### config.mk
export PLATFORM = sky130hd
export DESIGN_NAME = mc_control_unit_p
export DESIGN_NICKNAME = d
export VERILOG_FILES = /design/src/rtl/mc_cu_pkg.sv /design/src/rtl/mc_wait_timer.sv /design/src/rtl/mc_control_unit_p.sv
export SDC_FILE = /design/constraint.sdc
export NUM_CORES = 1
export LEC_CHECK = 0
export CORE_MARGIN = 4
export CORE_UTILIZATION = 44
export DETAILED_ROUTE_END_ITERATION = 7
export GPL_ROUTABILITY_DRIVEN = 0
export GPL_TIMING_DRIVEN = 0
export PLACE_DENSITY = 0.8
export SYNTH_ARGS = -nofsm -noshare
export SYNTH_HDL_FRONTEND = slang
export SYNTH_SLANG_ARGS = --single-unit
### constraint.sdc
create_clock -name clk -period 3.74 [get_ports clk]
set_clock_uncertainty 0.05 [all_clocks]
set_input_delay 0.374 -clock clk [delete_from_list [all_inputs] [get_ports clk]]
set_output_delay 0.374 -clock clk [all_outputs]
set_load 0.01 [all_outputs]
### src/rtl/mc_cu_pkg.sv
// Shared encodings for the multi-cycle control unit: state codes, opcodes,
// ALU operation codes, mux select codes and R-type function bit positions.
package mc_cu_pkg;

  typedef enum logic [3:0] {
    S_IF   = 4'd0,
    S_ID   = 4'd1,
    S_EXR  = 4'd2,
    S_WBR  = 4'd3,
    S_EXI  = 4'd4,
    S_WBI  = 4'd5,
    S_MA   = 4'd6,
    S_MR   = 4'd7,
    S_MW   = 4'd8,
    S_MWB  = 4'd9,
    S_JMP  = 4'd10,
    S_BR   = 4'd11,
    S_HALT = 4'd12,
    S_ERR  = 4'd13
  } state_t;

  localparam logic [3:0] OP_LOAD   = 4'b0000;
  localparam logic [3:0] OP_STORE  = 4'b0001;
  localparam logic [3:0] OP_JUMP   = 4'b0010;
  localparam logic [3:0] OP_BRZ    = 4'b0100;
  localparam logic [3:0] OP_RTYPE  = 4'b1000;
  localparam logic [1:0] OP_IMM_HI = 2'b11;

  localparam logic [2:0] ALU_ADD   = 3'b000;
  localparam logic [2:0] ALU_SUB   = 3'b001;
  localparam logic [2:0] ALU_AND   = 3'b010;
  localparam logic [2:0] ALU_OR    = 3'b011;
  localparam logic [2:0] ALU_NOT   = 3'b100;
  localparam logic [2:0] ALU_PASSB = 3'b101;

  localparam logic [1:0] PC_ALU    = 2'b00;
  localparam logic [1:0] PC_JUMP   = 2'b01;
  localparam logic [1:0] PC_BRANCH = 2'b10;

  localparam logic [1:0] SRCB_REG  = 2'b00;
  localparam logic [1:0] SRCB_ONE  = 2'b01;
  localparam logic [1:0] SRCB_IMM  = 2'b10;

  localparam int FN_MOV0 = 0;
  localparam int FN_MOV1 = 1;
  localparam int FN_ADD  = 2;
  localparam int FN_SUB  = 3;
  localparam int FN_AND  = 4;
  localparam int FN_OR   = 5;
  localparam int FN_NOT  = 6;

  function automatic logic is_mem_wait(input state_t s);
    return (s == S_IF) || (s == S_MR) || (s == S_MW);
  endfunction

endpackage

### src/rtl/mc_wait_timer.sv
// Counts consecutive stalled cycles of a memory state; o_hit flags that the
// count has reached TIMEOUT. The count saturates at TIMEOUT.
module mc_wait_timer #(
  parameter int TIMEOUT = 255,
  parameter int TO_W    = 8
) (
  input  logic clk,
  input  logic rst,
  input  logic i_clr,
  input  logic i_inc,
  output logic o_hit
);

  localparam logic [TO_W-1:0] LIMIT = TO_W'(TIMEOUT);

  logic [TO_W-1:0] r_cnt;

  always_ff @(posedge clk or negedge rst) begin
    if (!rst) begin
      r_cnt <= '0;
    end else if (i_clr) begin
      r_cnt <= '0;
    end else if (i_inc && (r_cnt != LIMIT)) begin
      r_cnt <= r_cnt + TO_W'(1);
    end
  end

  assign o_hit = (r_cnt == LIMIT);

endmodule

### src/rtl/mc_control_unit_p.sv
// Multi-cycle control unit FSM with mem_ready handshake, wait timeout, illegal
// opcode trap and HALT. Define MC_CU_PERF_EN to add cyc_cnt/instr_cnt counters.
module mc_control_unit_p
  import mc_cu_pkg::*;
#(
  parameter int OPC_W   = 4,
  parameter int FUNC_W  = 9,
  parameter int TIMEOUT = 255,
  parameter int TO_W    = 8
) (
  input  logic              clk,
  input  logic              rst,
  input  logic [OPC_W-1:0]  opc,
  input  logic [FUNC_W-1:0] func,
  input  logic              zero,
  input  logic              mem_ready,
  output logic              mem_read,
  output logic              mem_write,
  output logic              IorD,
  output logic              IRWrite,
  output logic              PCld,
  output logic              writeRegEn,
  output logic              writeRegSel,
  output logic              MemToReg,
  output logic              ALUSrcA,
  output logic [1:0]        PCSrc,
  output logic [1:0]        ALUSrcB,
  output logic [2:0]        ALU_control,
  output logic              busy,
  output logic              halted,
  output logic              err,
  output logic [3:0]        state_o
`ifdef MC_CU_PERF_EN
  ,
  output logic [31:0]       cyc_cnt,
  output logic [31:0]       instr_cnt
`endif
);

  state_t     r_state;
  state_t     w_next;
  logic       w_hit;
  logic       w_func_ok;
  logic [2:0] w_func_alu;
  logic       w_is_imm;
  logic       w_is_halt;

  assign w_is_imm  = (opc[OPC_W-1 -: 2] == OP_IMM_HI);
  assign w_is_halt = (&opc) && (&func);

  // R-type: exactly one function bit, and only the bits that name an operation.
  always_comb begin
    w_func_ok  = 1'b1;
    w_func_alu = ALU_PASSB;
    if (!$onehot(func))                     w_func_ok  = 1'b0;
    else if (func[FN_ADD])                  w_func_alu = ALU_ADD;
    else if (func[FN_SUB])                  w_func_alu = ALU_SUB;
    else if (func[FN_AND])                  w_func_alu = ALU_AND;
    else if (func[FN_OR])                   w_func_alu = ALU_OR;
    else if (func[FN_NOT])                  w_func_alu = ALU_NOT;
    else if (func[FN_MOV0] || func[FN_MOV1]) w_func_alu = ALU_PASSB;
    else                                    w_func_ok  = 1'b0;
  end

  mc_wait_timer #(
    .TIMEOUT (TIMEOUT),
    .TO_W    (TO_W)
  ) u_timer (
    .clk   (clk),
    .rst   (rst),
    .i_clr (w_next != r_state),
    .i_inc (is_mem_wait(r_state) && !mem_ready),
    .o_hit (w_hit)
  );

  always_ff @(posedge clk or negedge rst) begin
    if (!rst) r_state <= S_IF;
    else      r_state <= w_next;
  end

  always_comb begin
    w_next      = r_state;
    mem_read    = 1'b0;
    mem_write   = 1'b0;
    IorD        = 1'b0;
    IRWrite     = 1'b0;
    PCld        = 1'b0;
    writeRegEn  = 1'b0;
    writeRegSel = 1'b0;
    MemToReg    = 1'b0;
    ALUSrcA     = 1'b0;
    PCSrc       = PC_ALU;
    ALUSrcB     = SRCB_REG;
    ALU_control = ALU_ADD;

    case (r_state)
      S_IF: begin
        mem_read = 1'b1;
        if (mem_ready) begin
          IRWrite     = 1'b1;
          PCld        = 1'b1;
          ALUSrcB     = SRCB_ONE;
          ALU_control = ALU_ADD;
          w_next      = S_ID;
        end else if (w_hit) begin
          w_next = S_ERR;
        end
      end
      S_ID: begin
        if (w_is_halt)                          w_next = S_HALT;
        else if (opc == OPC_W'(OP_LOAD))        w_next = S_MA;
        else if (opc == OPC_W'(OP_STORE))       w_next = S_MA;
        else if (opc == OPC_W'(OP_JUMP))        w_next = S_JMP;
        else if (opc == OPC_W'(OP_BRZ))         w_next = S_BR;
        else if (opc == OPC_W'(OP_RTYPE))       w_next = S_EXR;
        else if (w_is_imm)                      w_next = S_EXI;
        else                                    w_next = S_ERR;
      end
      S_EXR: begin
        ALU_control = w_func_ok ? w_func_alu : ALU_ADD;
        w_next      = w_func_ok ? S_WBR : S_ERR;
      end
      S_WBR: begin
        writeRegEn  = 1'b1;
        ALU_control = w_func_alu;
        w_next      = S_IF;
      end
      S_EXI: begin
        ALUSrcA     = 1'b1;
        ALUSrcB     = SRCB_IMM;
        ALU_control = {1'b0, opc[1:0]};
        w_next      = S_WBI;
      end
      S_WBI: begin
        writeRegEn  = 1'b1;
        writeRegSel = 1'b1;
        w_next      = S_IF;
      end
      S_MA: begin
        ALUSrcA     = 1'b1;
        ALUSrcB     = SRCB_IMM;
        ALU_control = ALU_ADD;
        w_next      = (opc == OPC_W'(OP_LOAD)) ? S_MR : S_MW;
      end
      S_MR: begin
        IorD     = 1'b1;
        mem_read = 1'b1;
        if (mem_ready)  w_next = S_MWB;
        else if (w_hit) w_next = S_ERR;
      end
      S_MW: begin
        IorD      = 1'b1;
        mem_write = 1'b1;
        if (mem_ready)  w_next = S_IF;
        else if (w_hit) w_next = S_ERR;
      end
      S_MWB: begin
        writeRegEn = 1'b1;
        MemToReg   = 1'b1;
        w_next     = S_IF;
      end
      S_JMP: begin
        PCld   = 1'b1;
        PCSrc  = PC_JUMP;
        w_next = S_IF;
      end
      S_BR: begin
        ALU_control = ALU_SUB;
        PCld        = zero;
        PCSrc       = PC_BRANCH;
        w_next      = S_IF;
      end
      S_HALT:  w_next = S_HALT;
      S_ERR:   w_next = S_ERR;
      default: w_next = S_ERR;
    endcase

    // Reset parks the FSM in IF; keep the bus quiet until it is released.
    if (!rst) begin
      mem_read    = 1'b0;
      mem_write   = 1'b0;
      IorD        = 1'b0;
      IRWrite     = 1'b0;
      PCld        = 1'b0;
      writeRegEn  = 1'b0;
      writeRegSel = 1'b0;
      MemToReg    = 1'b0;
      ALUSrcA     = 1'b0;
      PCSrc       = PC_ALU;
      ALUSrcB     = SRCB_REG;
      ALU_control = ALU_ADD;
    end
  end

  assign busy    = (r_state != S_HALT) && (r_state != S_ERR);
  assign halted  = (r_state == S_HALT);
  assign err     = (r_state == S_ERR);
  assign state_o = r_state;

`ifdef MC_CU_PERF_EN
  logic [31:0] r_cyc_cnt;
  logic [31:0] r_instr_cnt;

  always_ff @(posedge clk or negedge rst) begin
    if (!rst) begin
      r_cyc_cnt   <= '0;
      r_instr_cnt <= '0;
    end else begin
      if (busy) r_cyc_cnt <= r_cyc_cnt + 32'd1;
      if ((w_next == S_IF) && (r_state != S_IF)) r_instr_cnt <= r_instr_cnt + 32'd1;
    end
  end

  assign cyc_cnt   = r_cyc_cnt;
  assign instr_cnt = r_instr_cnt;
`endif

endmodule

==> impl_metrics.tcl <==
set metrics [dict create \
    root_buffer "clkbuf_4" \
    start_util_pct 45.48 \
    cts_hold_buf 0 \
    gr-max-usage-layer "met2" \
    cts-htree-levels 1 \
    n_antenna_cell 0 \
    reg2regPathDepth 7 \
    reg2reg_from "state_o[2]" \
    n_fill_cell 291 \
    drive_gt1_share_pct 21.12 \
    die-area_mm2 0.004453 \
    totalWireLength_um 4498 \
    yosys-top-cells-area "dfrtp_1, nor2_1, fa_1" \
    synth-edff-count 0 \
    cts_sinks 12 \
    ff2ff_setup_slack_ps 1100 \
    vias 1773 \
    cp_max_fo 4 \
    yosysUniqueCellTypes 52 \
    slew_headroom_pct 20.52 \
    synth_seq_cells 12 \
    yosys.area.top_type_share_pct 19.79 \
    worstSetupPathType "input port to primary output" \
    die_w_um 66.73 \
    synth_top_family_by_area "simple AND/OR/NAND/NOR gates" \
    hold-worst-slack_ps 496.4 \
    cts_tree "built" \
    yosys-top-cells-count "nor2_1, nand2_1, inv_1, dfrtp_1, nor3_1" \
    fmax_mhz 237.8 \
    grt_pass1_vias 1599 \
    drt-pass1-iter-count 5 \
    num_rows 21 \
    vdd_drop_max_v 0.0002104 \
    synth.avg_cell_area_um2 7.368 \
    r2r-end "u_timer.r_cnt[3]" \
    core_mm2 0.003337 \
    wire_per_inst_um 15.14 \
    rsz0062_at_grt "true" \
    finalCriticalPeriod_ps 4205 \
    finalSetupTns_ps -3268 \
    hpwl_um 3232 \
    io_pins 40 \
    ant_nets 0 \
    end_kind "primary output" \
    synth_mux_area_share_pct 0.6595 \
    clkSlewWorstSetupHoldPaths_ps 70 \
    viasPerCell 5.970 \
    io_buffers 35 \
    required_ps 3320 \
    grt_start_max_net_pins 21 \
    clk_latency_ps 280 \
    total_power_w 0.001298 \
    dp_cells 287 \
    yosysTopAreaCell "dfrtp_1" \
    power_density_mw_per_mm2 599.2 \
    grt_overflow 0 \
    slew_violations 0 \
    grt_use_met3_pct 3.204 \
    grt_pass1_wl_um 7245 \
    yosys.area_share.adder_pct 12.04 \
    status "finished, violations left" \
    final_cells 297 \
    yosys.area_share.simple_pct 34.87 \
    syn_inst 206 \
    hold_viol 0 \
    synth_compound_area_share_pct 18.30 \
    grt_use_total_pct 20.71 \
    layout.nets 279 \
    synth_most_common_cell "nor2_1" \
    grt_use_met2_pct 37.13 \
    gr-usage-met1_pct 25.75 \
    worst_slack_ps -464.8 \
    drc 0 \
    drtIter0Drc 266 \
    crit_arrival_ps 3780 \
    antenna_found_initial 0 \
    syn_nets 233 \
    syn2layout_area_growth_pct 42.79 \
    yosysSeqAreaShare_pct 19.79 \
    synth_ff_type "dfrtp_1" \
    ys_warn_count 0 \
    min_path_type "input port to async pin" \
    clk_path_buf_depth 2 \
    cap_violations 0 \
    finalSetupViolations 11 \
    syn_area_mm2 0.001518 \
    violations "negative setup slack" \
    die_y_um 66.73 \
    synth-async-reset-ratio_pct 100.0 \
    synthXorXnorAreaFrac_pct 5.194 \
    cts_buffers 3 \
    finalCritPeriodShare_pct 112.4 \
    leakagePower_nw 0.8770 \
    worst_slew_pin_slew_ps 1192 \
    worst_setup_path_start_kind "input port" \
]
==> routing by layer <==
metal / wire length [µm] / part of all wire, %
met3: 362 / 8.0
met5: 0 / 0
met1: 1767 / 39
met2: 2270 / 50
met4: 97 / 2.2
==> worst max path at each step <==
stage	start	end	cells past startpoint
after floorplan	func[0]	ALU_control[1]	11
after global placement	func[0]	ALU_control[1]	13
after detailed placement	func[0]	ALU_control[1]	13
after CTS	func[0]	ALU_control[1]	13
after global routing	func[3]	ALU_control[1]	13
final	func[3]	ALU_control[2]	12
==> kinds of logic (layout without fill, tap and decap cells) <==
logic type	after synthesis	in the layout
simple gates	104	104
compound gates	39	39
buf+inv	29	74
fa+ha+maj	12	12
flops	12	12
xor+xnor	9	9
mux	1	1
==> state kept, by name, summed over array words and instances, names as in the netlist <==
name / count
state_o: 4
u_timer.r_cnt: 8
==> repair_timing <==
item | CTS | global route
setup buffers | 3 | 3
endpoints found under the hold margin | 0 | 0
endpoints found under the setup margin | 14 | 13
pin swaps | 12 | 12
resized for setup | 43 | 10
==> cell usage in the layout (no fill, tap or decap), types with 3 or more instances in the layout <==
| cell | n |
|---|---|
| a21oi_1 | 6 |
| buf_2 | 10 |
| buf_4 | 8 |
| clkbuf_4 | 3 |
| clkdlybuf4s50_1 | 28 |
| dfrtp_1 | 12 |
| fa_1 | 3 |
| ha_1 | 5 |
| inv_1 | 11 |
| nand2_1 | 19 |
| nand2b_1 | 3 |
| nand3_1 | 8 |
| nand4_1 | 8 |
| nor2_1 | 25 |
| nor2b_1 | 3 |
| nor3_1 | 11 |
| nor4_2 | 7 |
| o21ai_0 | 9 |
| xnor2_1 | 6 |
| xor2_1 | 3 |
==> metrics by stage <==
| step | cell area, µm² | utilization [%] | worst slack (ps) |
|---|---|---|---|
| after floorplan | 1570 | - | -142.6 |
| after global placement | 1978 | 59.28 | -1462 |
| after detailed placement | 1978 | 59.28 | -1560 |
| after CTS | 2098 | 62.88 | -625.9 |
| after global routing | 2167 | 64.94 | -598.2 |
| final | 2167 | 64.94 | -464.8 |
==> critical path: stages <==
cell       delay [ps]
buf_8              80
inv_4              30
fa_1              540
fa_1              430
fa_1              490
fa_2              380
fa_2              520
nor3b_4           200
buf_4             140
a31oi_2           100
a2111oi_2         300
buf_2             190
==> report_power, final <==
group	switching, W	leakage [nW]	internal [W]	total (W)
sequential	0.0000154	0.162	0.000153	0.000168
combinational	0.000630	0.694	0.000397	0.00103
clock	0.0000432	0.0210	0.0000593	0.000103
==> layout make-up <==
class	instances	area [µm²]	area share [%]
timing repair buffer	41	392.9	18.13
clock buffer	4	36.28	1.674
multi-input combinational	165	1226	56.58
inverter	15	71.32	3.291
tap	46	57.56	2.656
buffer	14	82.58	3.811
sequential	12	300.3	13.86
Power figures use the tool's default switching activity.
